### config.mk
export PLATFORM = sky130hd
export DESIGN_NAME = keypad_seg_display
export DESIGN_NICKNAME = d
export VERILOG_FILES = /design/src/rtl/keypad_seg_display.sv
export SDC_FILE = /design/constraint.sdc
export NUM_CORES = 1
export LEC_CHECK = 0
export ABC_CLOCK_PERIOD_IN_PS = 1870
export BUFFER_PORTS_ARGS = -buffer_cell sky130_fd_sc_hd__buf_2
export CAP_MARGIN = 20
export CORE_UTILIZATION = 40
export CTS_CLUSTER_SIZE = 40
export DETAILED_ROUTE_END_ITERATION = 16
export GPL_TIMING_DRIVEN = 0
export SLEW_MARGIN = 10
export SYNTH_ARGS = -nofsm -noshare
export SYNTH_HDL_FRONTEND = slang
export SYNTH_SLANG_ARGS = --single-unit
export TNS_END_PERCENT = 50
### constraint.sdc
create_clock -name clk -period 1.87 [get_ports clk]
set_clock_uncertainty 0.2 [all_clocks]
set_input_delay 0 -clock clk [delete_from_list [all_inputs] [get_ports clk]]
set_output_delay 0 -clock clk [all_outputs]
set_load 0.05 [all_outputs]
### src/rtl/keypad_seg_display.sv
// rtl/keypad_seg_display.sv - keypad key codes to a 4-digit multiplexed 7-segment entry display
//
// Purpose: accepts key codes from the keypad scanner and keeps a 4-digit entry
// buffer. Digits 0-9 shift in from the right, E clears the entry and F deletes
// the newest digit. The buffer is shown one digit at a time on the 7-segment
// pins, with leading blank digits.
//
// Ports:
//   clk        in   1  system clock
//   rst        in   1  asynchronous active-high reset
//   code       in   4  key code (0-9 digit, A-D ignored, E clear, F delete)
//   code_valid in   1  high while a key is held; not synchronous to clk
//   seg        out  7  {a,b,c,d,e,f,g}, active-high, registered
//   common     out  4  active-low one-hot digit enable, bit0 = rightmost, registered
module keypad_seg_display #(
  parameter int SCAN_DIV = 25000
) (
  input  logic       clk,
  input  logic       rst,
  input  logic [3:0] code,
  input  logic       code_valid,
  output logic [6:0] seg,
  output logic [3:0] common
);

  localparam int CW = (SCAN_DIV > 1) ? $clog2(SCAN_DIV) : 1;
  localparam logic [CW-1:0] SCAN_LAST = CW'(SCAN_DIV - 1);

  logic [CW-1:0] scan_cnt;
  logic [1:0]    idx;
  logic          sync1;
  logic          sync2;
  logic          prev;
  logic          live;
  logic          armed;
  logic          key_event;
  logic [3:0]    dig [4];
  logic [2:0]    count;
  logic [6:0]    next_seg;

  function automatic logic [6:0] pattern(input logic [3:0] d);
    case (d)
      4'd0:    pattern = 7'b1111110;
      4'd1:    pattern = 7'b0110000;
      4'd2:    pattern = 7'b1101101;
      4'd3:    pattern = 7'b1111001;
      4'd4:    pattern = 7'b0110011;
      4'd5:    pattern = 7'b1011011;
      4'd6:    pattern = 7'b1011111;
      4'd7:    pattern = 7'b1110000;
      4'd8:    pattern = 7'b1111111;
      4'd9:    pattern = 7'b1110011;
      default: pattern = 7'b0000000;
    endcase
  endfunction

  // Synchroniser plus edge detect. After reset the edge flop reads 0, so a key
  // held across reset release would look like a fresh rise. 'armed' only sets
  // once the synchronised level has been seen low from a real sample ('live'
  // marks that sync1 holds a real sample rather than its reset value).
  always_ff @(posedge clk or posedge rst) begin
    if (rst) begin
      sync1 <= 1'b0;
      sync2 <= 1'b0;
      prev  <= 1'b0;
      live  <= 1'b0;
      armed <= 1'b0;
    end else begin
      sync1 <= code_valid;
      sync2 <= sync1;
      prev  <= sync2;
      live  <= 1'b1;
      if (live && !sync1) armed <= 1'b1;
    end
  end

  assign key_event = sync2 & ~prev & armed;

  // Entry buffer; dig[0] is the newest (rightmost) digit.
  always_ff @(posedge clk or posedge rst) begin
    if (rst) begin
      dig[0] <= 4'd0;
      dig[1] <= 4'd0;
      dig[2] <= 4'd0;
      dig[3] <= 4'd0;
      count  <= 3'd0;
    end else if (key_event) begin
      if (code <= 4'd9) begin
        dig[3] <= dig[2];
        dig[2] <= dig[1];
        dig[1] <= dig[0];
        dig[0] <= code;
        count  <= (count == 3'd4) ? 3'd4 : count + 3'd1;
      end else if (code == 4'hE) begin
        dig[0] <= 4'd0;
        dig[1] <= 4'd0;
        dig[2] <= 4'd0;
        dig[3] <= 4'd0;
        count  <= 3'd0;
      end else if (code == 4'hF && count != 3'd0) begin
        dig[0] <= dig[1];
        dig[1] <= dig[2];
        dig[2] <= dig[3];
        dig[3] <= 4'd0;
        count  <= count - 3'd1;
      end
    end
  end

  // Digit scan: each digit stays selected for SCAN_DIV clocks.
  always_ff @(posedge clk or posedge rst) begin
    if (rst) begin
      scan_cnt <= '0;
      idx      <= 2'd0;
    end else if (scan_cnt == SCAN_LAST) begin
      scan_cnt <= '0;
      idx      <= idx + 2'd1;
    end else begin
      scan_cnt <= scan_cnt + CW'(1);
    end
  end

  // Positions at or above count are blank, except a lone 0 for an empty entry.
  always_comb begin
    next_seg = 7'b0000000;
    if ({1'b0, idx} < count)
      next_seg = pattern(dig[idx]);
    else if (count == 3'd0 && idx == 2'd0)
      next_seg = pattern(4'd0);
  end

  always_ff @(posedge clk or posedge rst) begin
    if (rst) begin
      seg    <= 7'b0000000;
      common <= 4'b1111;
    end else begin
      seg    <= next_seg;
      common <= ~(4'b0001 << idx);
    end
  end

endmodule

==> results of run 1 <==
worst reg2reg max path, stage by stage (launching register included):
cell      delay, ns
dfrtp_1        0.39
buf_6          0.12
mux4_2         0.59
inv_4          0.11
ha_4           0.14
inv_2          0.03
mux2_4         0.27
o221ai_2       0.13
final cells by class:
cell class,instances,area share [%]
flip-flops and latches,52,37.5
clock buffers,5,1.97
plain buffers,7,1.79
repair buffers,51,10.9
multi-input cells,161,42.2
clock inverters,3,0.789
well taps,77,2.76
inverters,18,2.08
cell families after synthesis:
kind of cell | count (synthesis) | share of synthesized area (%)
AND/OR/NAND/NOR | 63 | 13.1
flip-flops | 52 | 48.3
AO/OA/AOI/OAI | 48 | 12.3
buffers and inverters | 27 | 4.68
multiplexers | 22 | 10.7
adder cells (fa/ha/maj) | 15 | 6.94
XOR/XNOR | 12 | 3.89
other | 1 | 0.139
report_power, final:
group | total, mW | switching (mW) | internal (mW)
Sequential | 1.47 | 0.134 | 1.34
Clock | 0.681 | 0.406 | 0.276
Combinational | 1.57 | 0.891 | 0.676
Total | 3.72 | 1.43 | 2.29
cell usage after synthesis, types with 4 or more instances:
cell	number
o21ai_0	12
a21oi_1	6
nand2_1	14
mux2_2	15
nand3_1	7
xnor2_1	5
xor2_1	7
inv_1	18
nor2_1	14
a22o_1	13
dfrtp_1	48
ha_1	15
clkbuf_1	4
mux4_2	4
nand4_1	4
a31oi_1	4
dfstp_2	4
registers in the layout (all words and copies together), names as in the netlist:
| name | flops |
|---|---|
| count | 3 |
| armed | 1 |
| sync2 | 1 |
| live | 1 |
| seg | 7 |
| idx | 2 |
| scan_cnt | 15 |
| prev | 1 |
| sync1 | 1 |
| common | 4 |
| dig | 16 |
stage by stage:
stage / power (mW) / hold WS [ns] / cells / setup slack (ns)
after floorplan: 2.40 / -0.169 / 240 / -0.145
after global placement: 2.65 / -0.0904 / 334 / -0.358
after detailed placement: 2.68 / -0.211 / 335 / -0.393
after CTS: 3.52 / 0.000805 / 363 / -0.209
after global routing: 3.93 / 0.0203 / 374 / -0.244
final: 3.72 / -0.00732 / 374 / -0.178
worst max-delay path by stage:
stage                       startpoint               end  depth (start not counted)
finish              idx[1]$_DFFE_PP0N_  seg[1]$_DFF_PP0_                          7
global route        idx[1]$_DFFE_PP0N_  seg[1]$_DFF_PP0_                          7
CTS                 idx[1]$_DFFE_PP0N_  seg[1]$_DFF_PP0_                          7
detailed placement  idx[1]$_DFFE_PP0N_  seg[1]$_DFF_PP0_                          7
global placement    idx[1]$_DFFE_PP0N_  seg[1]$_DFF_PP0_                          7
floorplan           idx[1]$_DFFE_PP0N_  seg[1]$_DFF_PP0_                          7
repair_timing:
item	CTS	global route
endpoints found under the hold margin	53	0
gates resized for setup	15	43
hold buffers	7	0
cloned	1	1
pin swaps	2	17
setup buffers	13	11
endpoints found under the setup margin	36	33
metal layers:
metal	routed length, um	up-vias
met1	2650	976
met3	138	6
met2	2760	25
li1	-	970
met4	57	0
met5	0	-
==> impl_metrics.csv, run 1 <==
group,metric,value,unit
synth,synth_nets,262,
finish,most_frequent_cells_in_the_layout,"dfrtp_1, buf_4, buf_2",
critical_path,critPathLaunchType,"flop",
critical_path,cp_slowest_cell,"mux4_2",
global_route,groute.layer.met3.usage,3.74,%
sta,setup_ws,-0.178,ns
sta,finalCritPeriodShare,110,%
detailed_routing,post_drt_via_cell_ratio,5.29,
synth,seq_area_frac_synth,48.3,%
synth,synth-warning-count,0,
synth,synth-main-ff-cell,"dfrtp_1",
floorplan,dieArea,7090,um^2
global_route,antenna_found_initial,0,
critical_path,required,1.91,ns
critical_path,worst-r2r-setup-slack,-0.18,ns
finish,register_area,1310,um^2
detailed_routing,routed_wire_length_per_instance,15.0,um
finish,areaGrowthSynthToFinish,29.1,%
critical_path,max_stage_delay,0.59,ns
floorplan,starting_density_of_the_core,42.1,%
floorplan,fp.coreArea,6420,um^2
synth,synth_async_sr_flop_share,100,%
synth,synth_cell_area,2700,um^2
status,violations,"design-rule violations, negative hold slack, negative setup slack",
power,irDropWorstVdd,0.000369,V
critical_path,critical_path.n_buffers_inverters,3,
clocking,cts.path.max_buffers,2,
finish,multiInputGateArea,1470,um^2
floorplan,placement_rows,29,
critical_path,worstRegToRegCells,7,
sta,number_of_hold_violations_in_the_final_report,14,
global_route,gr-usage-met2,28.2,%
global_route,global_route.overflow_total,0,
power,p_per_area,1070,nW/um^2
detailed_routing,vias,1977,
sta,timing.setup.tns,-1.14,ns
synth,synth_largest_area_cell,"dfrtp_1",
finish,post-route-util,54.3,%
synth,synthesis.area_per_instance,11.3,um^2
sta,finalSetupViolations,26,
critical_path,worst_path_dominant_cell_family,"multiplexers",
global_route,routing_layer_with_the_top_usage_in_global_route,"met2",
clocking,clock_tree.root_cell,"clkbuf_8",
worst_hold_path,hold_path_class,"input pin to async pin",
critical_path,critical_path_arrival,2.09,ns
critical_path,worst-path-max-fanout,4,
finish,proportion_of_layout_cells_with_a_drive_suffix_above_1,41.1,%
clocking,clk-insertion-delay-late,0.31,ns
synth,yosys-top-cells-area,"dfrtp_1, ha_1, mux2_2, a22o_1, dfstp_2",
status,status,"finished, violations left",
global_route,global_route_wire_length_before_repair,9440,um
detailed_routing,drt_iter0_markers,115,
sta,final_period_minus_worst_setup_slack,2.05,ns
clocking,tritoncts.num_buffers,5,
synth,post-synth-top-area-fraction,44.4,%
place,detailed_place.area,2930,um^2
power,p_leak,1.55,nW
finish,fillerInstances,548,
clocking,tritoncts,"yes",
synth,synth_seq_cells,52,
synth,synth_cell_type_count,47,
critical_path,critical_path.reg2reg.endpoint,"seg[1]$_DFF_PP0_",
place,dpl.hpwl,3520,um
critical_path,crit_chain,"buf_6, mux4_2, inv_4, ha_4, inv_2, mux2_4, o221ai_2",
global_route,via_count_of_the_first_global_routing_pass,1977,
sta,final_max_slew_viol_count,0,
detailed_routing,drt_first_pass_iters,10,
sta,grt_setup_unrepaired,"true",
detailed_routing,sum_of_routed_wire_length_over_all_layers,5610,um
place,place.gp.congestion,0.798,
detailed_routing,detail_route.drc_violations,4,
finish,mostFrequentLayoutCell,"dfrtp_1",
global_route,grt_max_degree,39,
clocking,cts_h_tree_depth,2,
run,timing.max_cap.violations,0,
floorplan,die_w,84.2,um
place,io_buffer_count,17,
clocking,clock_sinks,52,
synth,postSynthCellCount,240,
detailed_routing,antenna_violating_nets_post_route,0,
finish,finish.instance_area,3490,um^2
floorplan,io-pin-count,18,
finish,antenna_cell_count,0,
finish,nNetsFinal,318,
sta,fmax,488,MHz
critical_path,crit_type,"flop to flop",
clocking,cts.reportedPaths.clkPinSlew,0.11,ns
synth,post_synth_edffs,0,
sta,holdWs,-0.00732,ns
global_route,grt_usage,17.0,%
critical_path,r2r-start,"idx[1]$_DFFE_PP0N_",
global_route,gr-usage-met1,22.1,%
critical_path,worst_setup_ep_type,"flop",
floorplan,die_y,84.2,um
No activity file was read; power rests on OpenSTA's default activity.
==> inputs of run 2 (changes only) <==
--- a/config.mk
+++ b/config.mk
@@ -12,6 +12,7 @@
 export CTS_CLUSTER_SIZE = 40
 export DETAILED_ROUTE_END_ITERATION = 16
 export GPL_TIMING_DRIVEN = 0
+export SKIP_LAST_GASP = 1
 export SLEW_MARGIN = 10
 export SYNTH_ARGS = -nofsm -noshare
 export SYNTH_HDL_FRONTEND = slang
==> run 2 against run 1 <==
The flow still finishes with violations (design-rule violations, negative hold slack, negative setup slack); final area decreased by 0.29%; global-route usage unchanged; sequential share of layout area increased by 0.11 points; die area unchanged; flip-flop and latch count unchanged.
==> impl_metrics.csv, run 2 (synthesis gave the netlist of run 1 again) <==
group,metric,value,unit
critical_path,cp-startpoint,"idx[0]$_DFFE_PP0N_",
sta,finalSetupViolations,28,
finish,multiInputGateArea,1460,um^2
finish,register_area,1310,um^2
detailed_routing,drt_iter0_markers,111,
global_route,grt_usage,17.0,%
critical_path,critical_path_depth,5,
critical_path,worst_path_dominant_cell_family,"multiplexers",
clocking,clk-insertion-delay-late,0.31,ns
critical_path,worst-r2r-setup-slack,-0.17,ns
finish,most_frequent_cells_in_the_layout,"dfrtp_1, buf_4, buf_2",
place,io_buffer_count,17,
status,violations,"design-rule violations, negative hold slack, negative setup slack",
critical_path,worst-path-max-fanout,3,
critical_path,critical_path.reg2reg.endpoint,"seg[1]$_DFF_PP0_",
critical_path,worst_setup_ep_type,"flop",
critical_path,worstRegToRegCells,5,
sta,final_period_minus_worst_setup_slack,2.04,ns
critical_path,critPathLaunchType,"flop",
sta,setup_ws,-0.175,ns
floorplan,starting_density_of_the_core,42.1,%
place,detailed_place.area,2930,um^2
finish,nNetsFinal,318,
critical_path,required,1.91,ns
critical_path,critical_path_arrival,2.08,ns
status,status,"finished, violations left",
clocking,cts.path.max_buffers,2,
sta,number_of_hold_violations_in_the_final_report,14,
floorplan,placement_rows,29,
power,p_per_area,1070,nW/um^2
floorplan,fp.coreArea,6420,um^2
detailed_routing,post_drt_via_cell_ratio,5.35,
power,total_power,3.71,mW
critical_path,crit_type,"flop to flop",
clocking,clock_tree.root_cell,"clkbuf_8",
finish,fillerInstances,548,
finish,max_ffs_per_register,16,
sta,holdWs,-0.00609,ns
clocking,clock_sinks,52,
finish,biggestRegsByFlops,"dig (16), scan_cnt (15), seg (7)",
power,p_leak,1.55,nW
critical_path,cp_slowest_cell,"mux4_2",
finish,post-route-util,54.2,%
detailed_routing,detail_route.drc_violations,4,
critical_path,crit_chain,"buf_6, mux4_2, ha_1, mux2_4, o221ai_2",
finish,largest-register,"dig",
clocking,cts_h_tree_depth,2,
critical_path,cp-endpoint,"seg[1]$_DFF_PP0_",
global_route,grt_max_degree,39,
global_route,global_route.overflow_total,0,
floorplan,dieArea,7090,um^2
detailed_routing,sum_of_routed_wire_length_over_all_layers,5600,um
critical_path,critical_path.n_buffers_inverters,1,
clocking,tritoncts.num_buffers,5,
place,placement.setup.worst_slack,-0.393,ns
place,place.gp.congestion,0.798,
floorplan,io-pin-count,18,
run,timing.max_cap.violations,0,
detailed_routing,drt_first_pass_iters,10,
finish,areaGrowthSynthToFinish,28.8,%
sta,finalCritPeriodShare,109,%
finish,finish.instance_area,3480,um^2
finish,proportion_of_layout_cells_with_a_drive_suffix_above_1,41.4,%
worst_hold_path,hold_path_class,"input pin to async pin",
detailed_routing,routed_wire_length_per_instance,15.0,um
global_route,global_route_wire_length_before_repair,9440,um
sta,final_max_slew_viol_count,0,
clocking,cts.reportedPaths.clkPinSlew,0.11,ns
place,dpl.hpwl,3520,um
finish,antenna_cell_count,0,
floorplan,die_y,84.2,um
global_route,antenna_found_initial,0,
detailed_routing,antenna_violating_nets_post_route,0,
finish,mostFrequentLayoutCell,"dfrtp_1",
critical_path,max_stage_delay,0.59,ns
critical_path,r2r-start,"idx[0]$_DFFE_PP0N_",
sta,grt_setup_unrepaired,"true",
global_route,via_count_of_the_first_global_routing_pass,1976,
sta,fmax,489,MHz
detailed_routing,vias,2000,
clocking,tritoncts,"yes",
power,irDropWorstVdd,0.000370,V
floorplan,die_w,84.2,um
==> run 2: worst min path at each step <==
stage	start	to	slack (ns)
finish	rst	seg[0]$_DFF_PP0_	-0.006
global route	rst	live$_DFF_PP0_	0.02
CTS	rst	live$_DFF_PP0_	0.0008
detailed placement	rst	live$_DFF_PP0_	-0.21
global placement	code_valid	sync1$_DFF_PP0_	-0.09
floorplan	code_valid	sync1$_DFF_PP0_	-0.17
==> run 2: worst reg2reg max path, stage by stage (launching register included) <==
cell and delay, ns:
dfrtp_1 0.38, buf_6 0.13, mux4_2 0.59, ha_1 0.27
mux2_4 0.27, o221ai_2 0.13
==> run 2: layer usage <==
metal	track usage (%)	vias to the layer above	wire length [um]
met5	0	-	0
met4	5.49	0	57
met3	3.74	6	142
met2	28.2	29	2760
met1	22.1	996	2640
li1	-	969	-
==> run 2: final cells by class <==
cell class	instances	area share [%]
Inverter	18	2.09
Clock inverter	3	0.791
Multi-Input combinational cell	161	42.1
Tap cell	77	2.77
Timing Repair Buffer	51	10.9
Clock buffer	5	1.98
Sequential cell	52	37.6
Buffer	7	1.80
==> run 2: metrics by stage <==
stage	setup TNS, ns	std cells
after global routing	-3.53	374
final	-1.29	374
after floorplan	-0.359	240
after detailed placement	-5.80	335
after global placement	-18.58	334
after CTS	-1.66	363
==> run 2: timing repair <==
item / CTS / global route
buffers inserted: 13 / 11
pin swaps: 2 / 13
hold endpoints to repair: 53 / 0
resized for setup: 12 / 43
endpoints found under the setup margin: 36 / 37
hold buffers: 7 / 0
gates cloned: 1 / 1
==> run 2: where the power goes <==
part	internal (mW)	switching (mW)	total [mW]
Combinational	0.673	0.889	1.56
Clock	0.276	0.404	0.679
Sequential	1.34	0.134	1.47
Total	2.29	1.43	3.71
